===== src/rtl/pc_sequencer_pkg.sv =====
// Shared constants and types for the PC sequencer: state encoding,
// opcode values and the opcode field width.
package pc_sequencer_pkg;

  // Opcode occupies the top nibble of the instruction word.
  localparam int OPCODE_W = 4;

  // Flow-control opcodes; every other value is an ALU/NOP instruction.
  localparam logic [OPCODE_W-1:0] OP_BRA   = 4'h8;
  localparam logic [OPCODE_W-1:0] OP_BEQ   = 4'h9;
  localparam logic [OPCODE_W-1:0] OP_BNE   = 4'hA;
  localparam logic [OPCODE_W-1:0] OP_WAITH = 4'hC;
  localparam logic [OPCODE_W-1:0] OP_WAITL = 4'hD;
  localparam logic [OPCODE_W-1:0] OP_HALT  = 4'hF;

  // Sequencer states. FETCH covers the one-cycle ROM latency.
  typedef enum logic [1:0] {
    ST_FETCH = 2'd0,
    ST_EXEC  = 2'd1,
    ST_WAIT  = 2'd2,
    ST_HALT  = 2'd3
  } state_e;

endpackage


===== src/rtl/pc_sequencer_sync2.sv =====
// Two-flop synchroniser for a single asynchronous level input.
// A change on d_in appears on q_out two clock edges later.
module pc_sequencer_sync2 (
  input  logic clk,
  input  logic rst,
  input  logic d_in,
  output logic q_out
);

  logic meta_q, meta_d;
  logic sync_q, sync_d;

  // Next-value logic for the two synchroniser stages.
  always_comb begin
    meta_d = d_in;
    sync_d = meta_q;
  end

  // Synchroniser stages, cleared by the asynchronous reset.
  always_ff @(posedge clk or posedge rst) begin
    if (rst) begin
      meta_q <= 1'b0;
      sync_q <= 1'b0;
    end else begin
      meta_q <= meta_d;
      sync_q <= sync_d;
    end
  end

  assign q_out = sync_q;

endmodule


===== src/rtl/pc_sequencer.sv =====
// Instruction-flow controller. Decodes the ROM word in a FETCH/EXEC
// sequence and issues exactly one programCounter update per executed
// instruction (except HALT). Supports conditional branches on the ALU
// zero flag, wait-for-handshake, stall and a sticky halt.
module pc_sequencer
  import pc_sequencer_pkg::*;
#(
  parameter int P_SIZE = 6,
  parameter int I_SIZE = 16
) (
  input  logic              clk,
  input  logic              rst,
  input  logic [I_SIZE-1:0] instrIn,
  input  logic              zeroFlagIn,
  input  logic              handshakeIn,
  input  logic              stallIn,
  output logic              inc,
  output logic              branchAbs,
  output logic              branchRel,
  output logic [P_SIZE-1:0] branchAddressOut,
  output logic              exEnable,
  output logic              halted
);

  state_e              state_q, state_d;
  logic                wait_level_q, wait_level_d;
  logic                hs_sync;
  logic [OPCODE_W-1:0] opcode;

  // Bits between the opcode and the target field carry no meaning here.
  logic unused_instr_bits;
  assign unused_instr_bits = ^instrIn[I_SIZE-OPCODE_W-1:P_SIZE];

  assign opcode           = instrIn[I_SIZE-1 -: OPCODE_W];
  // The PC does any branch arithmetic; the sequencer only forwards the field.
  assign branchAddressOut = instrIn[P_SIZE-1:0];
  assign halted           = (state_q == ST_HALT);

  // The external handshake is asynchronous and must be synchronised.
  pc_sequencer_sync2 u_hs_sync (
    .clk   (clk),
    .rst   (rst),
    .d_in  (handshakeIn),
    .q_out (hs_sync)
  );

  // Next-state and pulse decode; a stall holds state and suppresses pulses.
  always_comb begin
    // NOTE: every output of this block gets a default first, so no path
    // leaves a value unassigned and no latch is inferred.
    state_d      = state_q;
    wait_level_d = wait_level_q;
    inc          = 1'b0;
    branchAbs    = 1'b0;
    branchRel    = 1'b0;
    exEnable     = 1'b0;

    if (!stallIn) begin
      unique case (state_q)
        ST_FETCH: begin
          state_d = ST_EXEC;
        end

        ST_EXEC: begin
          state_d = ST_FETCH;
          case (opcode)
            OP_BRA: begin
              branchAbs = 1'b1;
            end
            OP_BEQ: begin
              if (zeroFlagIn) branchRel = 1'b1;
              else            inc       = 1'b1;
            end
            OP_BNE: begin
              if (!zeroFlagIn) branchRel = 1'b1;
              else             inc       = 1'b1;
            end
            OP_WAITH, OP_WAITL: begin
              wait_level_d = (opcode == OP_WAITH);
              state_d      = ST_WAIT;
            end
            OP_HALT: begin
              state_d = ST_HALT;
            end
            default: begin
              exEnable = 1'b1;
              inc      = 1'b1;
            end
          endcase
        end

        ST_WAIT: begin
          // Release in the first cycle the synchronised level matches.
          if (hs_sync == wait_level_q) begin
            inc     = 1'b1;
            state_d = ST_FETCH;
          end
        end

        ST_HALT: begin
          state_d = ST_HALT;
        end
      endcase
    end
  end

  // Sequencer state and the latched wait polarity.
  always_ff @(posedge clk or posedge rst) begin
    // NOTE: sequential state uses non-blocking assignments so every flop
    // samples the pre-edge value of its neighbours.
    if (rst) begin
      state_q      <= ST_FETCH;
      wait_level_q <= 1'b0;
    end else begin
      state_q      <= state_d;
      wait_level_q <= wait_level_d;
    end
  end

endmodule

===== config.mk =====
export PLATFORM = sky130hd
export DESIGN_NAME = pc_sequencer
export DESIGN_NICKNAME = d
export VERILOG_FILES = /design/src/rtl/pc_sequencer_pkg.sv /design/src/rtl/pc_sequencer_sync2.sv /design/src/rtl/pc_sequencer.sv
export SDC_FILE = /design/constraint.sdc
export NUM_CORES = 1
export LEC_CHECK = 0
export BUFFER_PORTS_ARGS = -buffer_cell sky130_fd_sc_hd__buf_2
export CAP_MARGIN = 20
export CORE_AREA = 5 5 42 44
export DETAILED_ROUTE_END_ITERATION = 6
export DIE_AREA = 0 0 47 49
export GPL_TIMING_DRIVEN = 0
export PLACE_DENSITY = 0.64
export SLEW_MARGIN = 20
export SYNTH_ARGS = -nofsm -noshare
export SYNTH_HDL_FRONTEND = slang
export SYNTH_SLANG_ARGS = --single-unit
export TNS_END_PERCENT = 30

===== constraint.sdc =====
create_clock -name clk -period 3.8 [get_ports clk]
set_input_delay 0.76 -clock clk [delete_from_list [all_inputs] [get_ports clk]]
set_output_delay 0.76 -clock clk [all_outputs]
set_load 0.01 [all_outputs]

==> impl_table.tex <==
\begin{tabular}{lr}
\hline
Metric & Value \\
\hline
\multicolumn{2}{l}{\textbf{Power}} \\
P\_leak & between 0.2 and 0.3 nW \\
Cell Pwr Density & $\sim$450 nW/um2 \\
Maximum vdd ir drop & 0.0002448 V \\
\multicolumn{2}{l}{\textbf{Floorplanning}} \\
Starting Density & a little under a third \\
Horizontal die dimension & 47 um \\
Die ar. & 2303 um2 \\
Number of ports placed on the die boundary & 32 \\
Area of the core & approximately 1400 um2 \\
Standard-cell rows & 14 \\
Die Y & 49 um \\
\multicolumn{2}{l}{\textbf{STA}} \\
Aggregate negative setup slack & 0 ns \\
Unrepaired setup endpoints after global routing & no \\
Maximum clock rate & 430.2 MHz \\
Fraction of the cycle the final worst path needs & 61.17\% \\
Hold\_ws & 0.3423 ns \\
Final-report setup violation count & 0 \\
Max-Slew Margin vs Limit & 79.14\% \\
Endpoints failing hold & 0 \\
Final slew viol count & 0 \\
Clock tree skew after final layout & 0.003610 ns \\
Minimum clock period after layout & around 2.3 ns \\
Worst-Margin Slew & 0.3089 ns \\
\multicolumn{2}{l}{\textbf{Yosys}} \\
Top cell types by occurrence after synthesis & sky130\_fd\_sc\_hd\_\_buf\_4, sky130\_fd\_sc\_hd\_\_dfrtp\_1, sky130\_fd\_sc\_hd\_\_nand2b\_1 \\
Syn\_area\_per\_cell & 9.097 um2 \\
Synth warn & 0 \\
Flip-flop cell with the highest count after synthesis & sky130\_fd\_sc\_hd\_\_dfrtp\_1 \\
Number of distinct standard cells referenced by the synthesized netlist & 24 \\
Yosys top cell by area & sky130\_fd\_sc\_hd\_\_dfrtp\_1 \\
Post-synthesis sequential area ratio & 28.65\% \\
Ys async rst share & 100.0\% \\
Synth Cell Area & 436.7 um2 \\
Number of flops mapped to enable cells by yosys & 0 \\
Area fraction of the dominant cell type after synthesis & 28.65\% \\
\#FFs+latches synth & 5 \\
Gate count after technology mapping & 48 \\
Synthesized Nets & 73 \\
Most frequent cell after synthesis & sky130\_fd\_sc\_hd\_\_buf\_4 \\
Main area contributors after synthesis & sky130\_fd\_sc\_hd\_\_dfrtp\_1, sky130\_fd\_sc\_hd\_\_ha\_1, sky130\_fd\_sc\_hd\_\_buf\_4 \\
\multicolumn{2}{l}{\textbf{GRT}} \\
Maximum number of pins on one net before global-route repair & 9 \\
First-pass GRT wire length & $\sim$1.3 mm \\
Total gr overflow & 0 \\
Via count of the first global-routing pass & $\sim$350 \\
Total track usage & under 10\% \\
Number of antenna violations at the first check in global routing & 0 \\
\multicolumn{2}{l}{\textbf{Cells and area}} \\
\# diodes & 0 \\
Layout overhead on the synthesized area & 32.38\% \\
Final \#Nets & 97 \\
Proportion of layout cells with a drive suffix above 1 & 46.48\% \\
Layout fillers & 144 \\
Number of standard cells in the layout, taps in and fillers out & a little under 90 \\
\multicolumn{2}{l}{\textbf{Worst setup path}} \\
Arr. time, crit path & between 1.5 and 2 ns \\
Flop-to-flop setup slack & 2.43 ns \\
CP max FO & 5 \\
Category of the critical setup timing path & in -> out \\
Data required time of the critical path & 3.04 ns \\
Element type at the critical path end & output pin \\
Critical Path Start Type & input pin \\
\multicolumn{2}{l}{\textbf{Drt}} \\
Remaining design rule violation count & 0 \\
Number of nets still failing antenna checks after routing & 0 \\
Vias & 389 \\
Initial DRC Count & 1 \\
Mean routed wirelength per cell & a little over 10 um \\
Final WL & about 880 um \\
Detailed Routing Iterations Pass 1 & 2 \\
Vias per std cell & 4.471 \\
\multicolumn{2}{l}{\textbf{Min path}} \\
Worst min-delay path class & reg -> reg \\
\multicolumn{2}{l}{\textbf{Clock network}} \\
Clock input transition at the sequential cells of the worst setup and hold paths & 0.04 ns \\
Clock tree buffer depth & 2 \\
Number of CTS-inserted buffers & 3 \\
Sinks on the clock net & 5 \\
Post-cts repair resize count & 0 \\
Hold buffers post-CTS & 0 \\
Number of buffers inserted to repair setup after CTS & 0 \\
Worst skew pair latency & 0.23 ns \\
TritonCTS clock tree & built \\
Root buffer cell & sky130\_fd\_sc\_hd\_\_clkbuf\_4 \\
CTS HTree Levels & 1 \\
\multicolumn{2}{l}{\textbf{Placed design}} \\
\# placed instances & 83 \\
Post-DP HPWL & 741.7 um \\
Count of input and output buffers & 19 \\
RePlAce Congestion & 0.6939 \\
\multicolumn{2}{l}{\textbf{Flow run}} \\
Total of max-cap violations & 0 \\
\multicolumn{2}{l}{\textbf{Outcome}} \\
Run status & complete, no violations \\
\hline
\end{tabular}
## critical path, stage by stage
cell and delay (ns):
sky130_fd_sc_hd__buf_2 0.13, sky130_fd_sc_hd__nand2b_1 0.15, sky130_fd_sc_hd__or2_1 0.24, sky130_fd_sc_hd__nor3_1 0.12
sky130_fd_sc_hd__buf_2 0.15
## layer usage
| metal | wire length, um | global-route usage [%] |
|---|---|---|
| met4 | 0 | 4.147 |
| met3 | 114 | 3.690 |
| met1 | 366 | 9.843 |
| met5 | 0 | 0 |
| met2 | 394 | 11.09 |
## logic make-up after synthesis
family	count (synthesis)	share of synthesized area [%]
simple gates	15	19.48
buf+inv	10	13.75
compound gates	9	14.33
flops	5	28.65
fa+ha+maj	4	11.46
mux	3	8.308
xor+xnor	2	4.012
## area by class of cell
cell class / count / area, um2 / area share [%]
multi-input combinational: 33 / 251.5 / 43.51
sequential: 5 / 125.1 / 21.65
timing repair buffer: 19 / 95.09 / 16.45
buffer: 6 / 45.04 / 7.792
clock buffer: 4 / 26.28 / 4.545
tap: 16 / 20.02 / 3.463
inverter: 4 / 15.01 / 2.597
## registers in the layout, summed over array words and instances, names as in the netlist
register,flops
u_hs_sync.meta_q,1
wait_level_q,1
u_hs_sync.q_out,1
state_q,2
## per-stage QoR
step / utilization (%) / cell area (um2) / total power [mW] / setup slack [ns]
finish: 41.25 / 578.1 / 0.2572 / 1.476
global route: 41.25 / 578.1 / 0.2804 / 1.406
CTS: 41.25 / 578.1 / 0.2635 / 1.466
detailed placement: 39.38 / 551.8 / 0.2001 / 1.466
global placement: 39.38 / 551.8 / 0.1977 / 1.463
floorplan: - / 436.7 / 0.1660 / 1.652
## path summary, 6_finish.rpt
path | from | end | cells past startpoint
max | stallIn | branchAbs | 5
min | u_hs_sync.meta_q$_DFF_PP0_ | u_hs_sync.q_out$_DFF_PP0_ | 0
max reg2reg | state_q[1]$_DFFE_PP0P_ | state_q[1]$_DFFE_PP0P_ | 5
min reg2reg | u_hs_sync.meta_q$_DFF_PP0_ | u_hs_sync.q_out$_DFF_PP0_ | 0
max in group asynchronous | rst | state_q[1]$_DFFE_PP0P_ | 2
min in group asynchronous | rst | wait_level_q$_DFFE_PP0P_ | 2
## report_power, final
group          switching (mW)  internal, mW
Combinational          0.0592        0.0596
Sequential             0.0117        0.0680
Clock                  0.0192        0.0395
Total                  0.0901         0.167
## cell usage in the layout (no fill, tap or decap), types with 2 or more instances in the layout
master / Yosys / layout
sky130_fd_sc_hd__dfrtp_1: 5 / 5
sky130_fd_sc_hd__clkbuf_4: 0 / 3
sky130_fd_sc_hd__a21oi_1: 3 / 3
sky130_fd_sc_hd__inv_1: 4 / 4
sky130_fd_sc_hd__nand2b_1: 5 / 5
sky130_fd_sc_hd__buf_4: 6 / 6
sky130_fd_sc_hd__xor2_1: 2 / 2
sky130_fd_sc_hd__ha_1: 4 / 4
sky130_fd_sc_hd__nand2_1: 3 / 3
sky130_fd_sc_hd__buf_2: 0 / 19
Note: power is estimated with default switching activity, not from simulation.
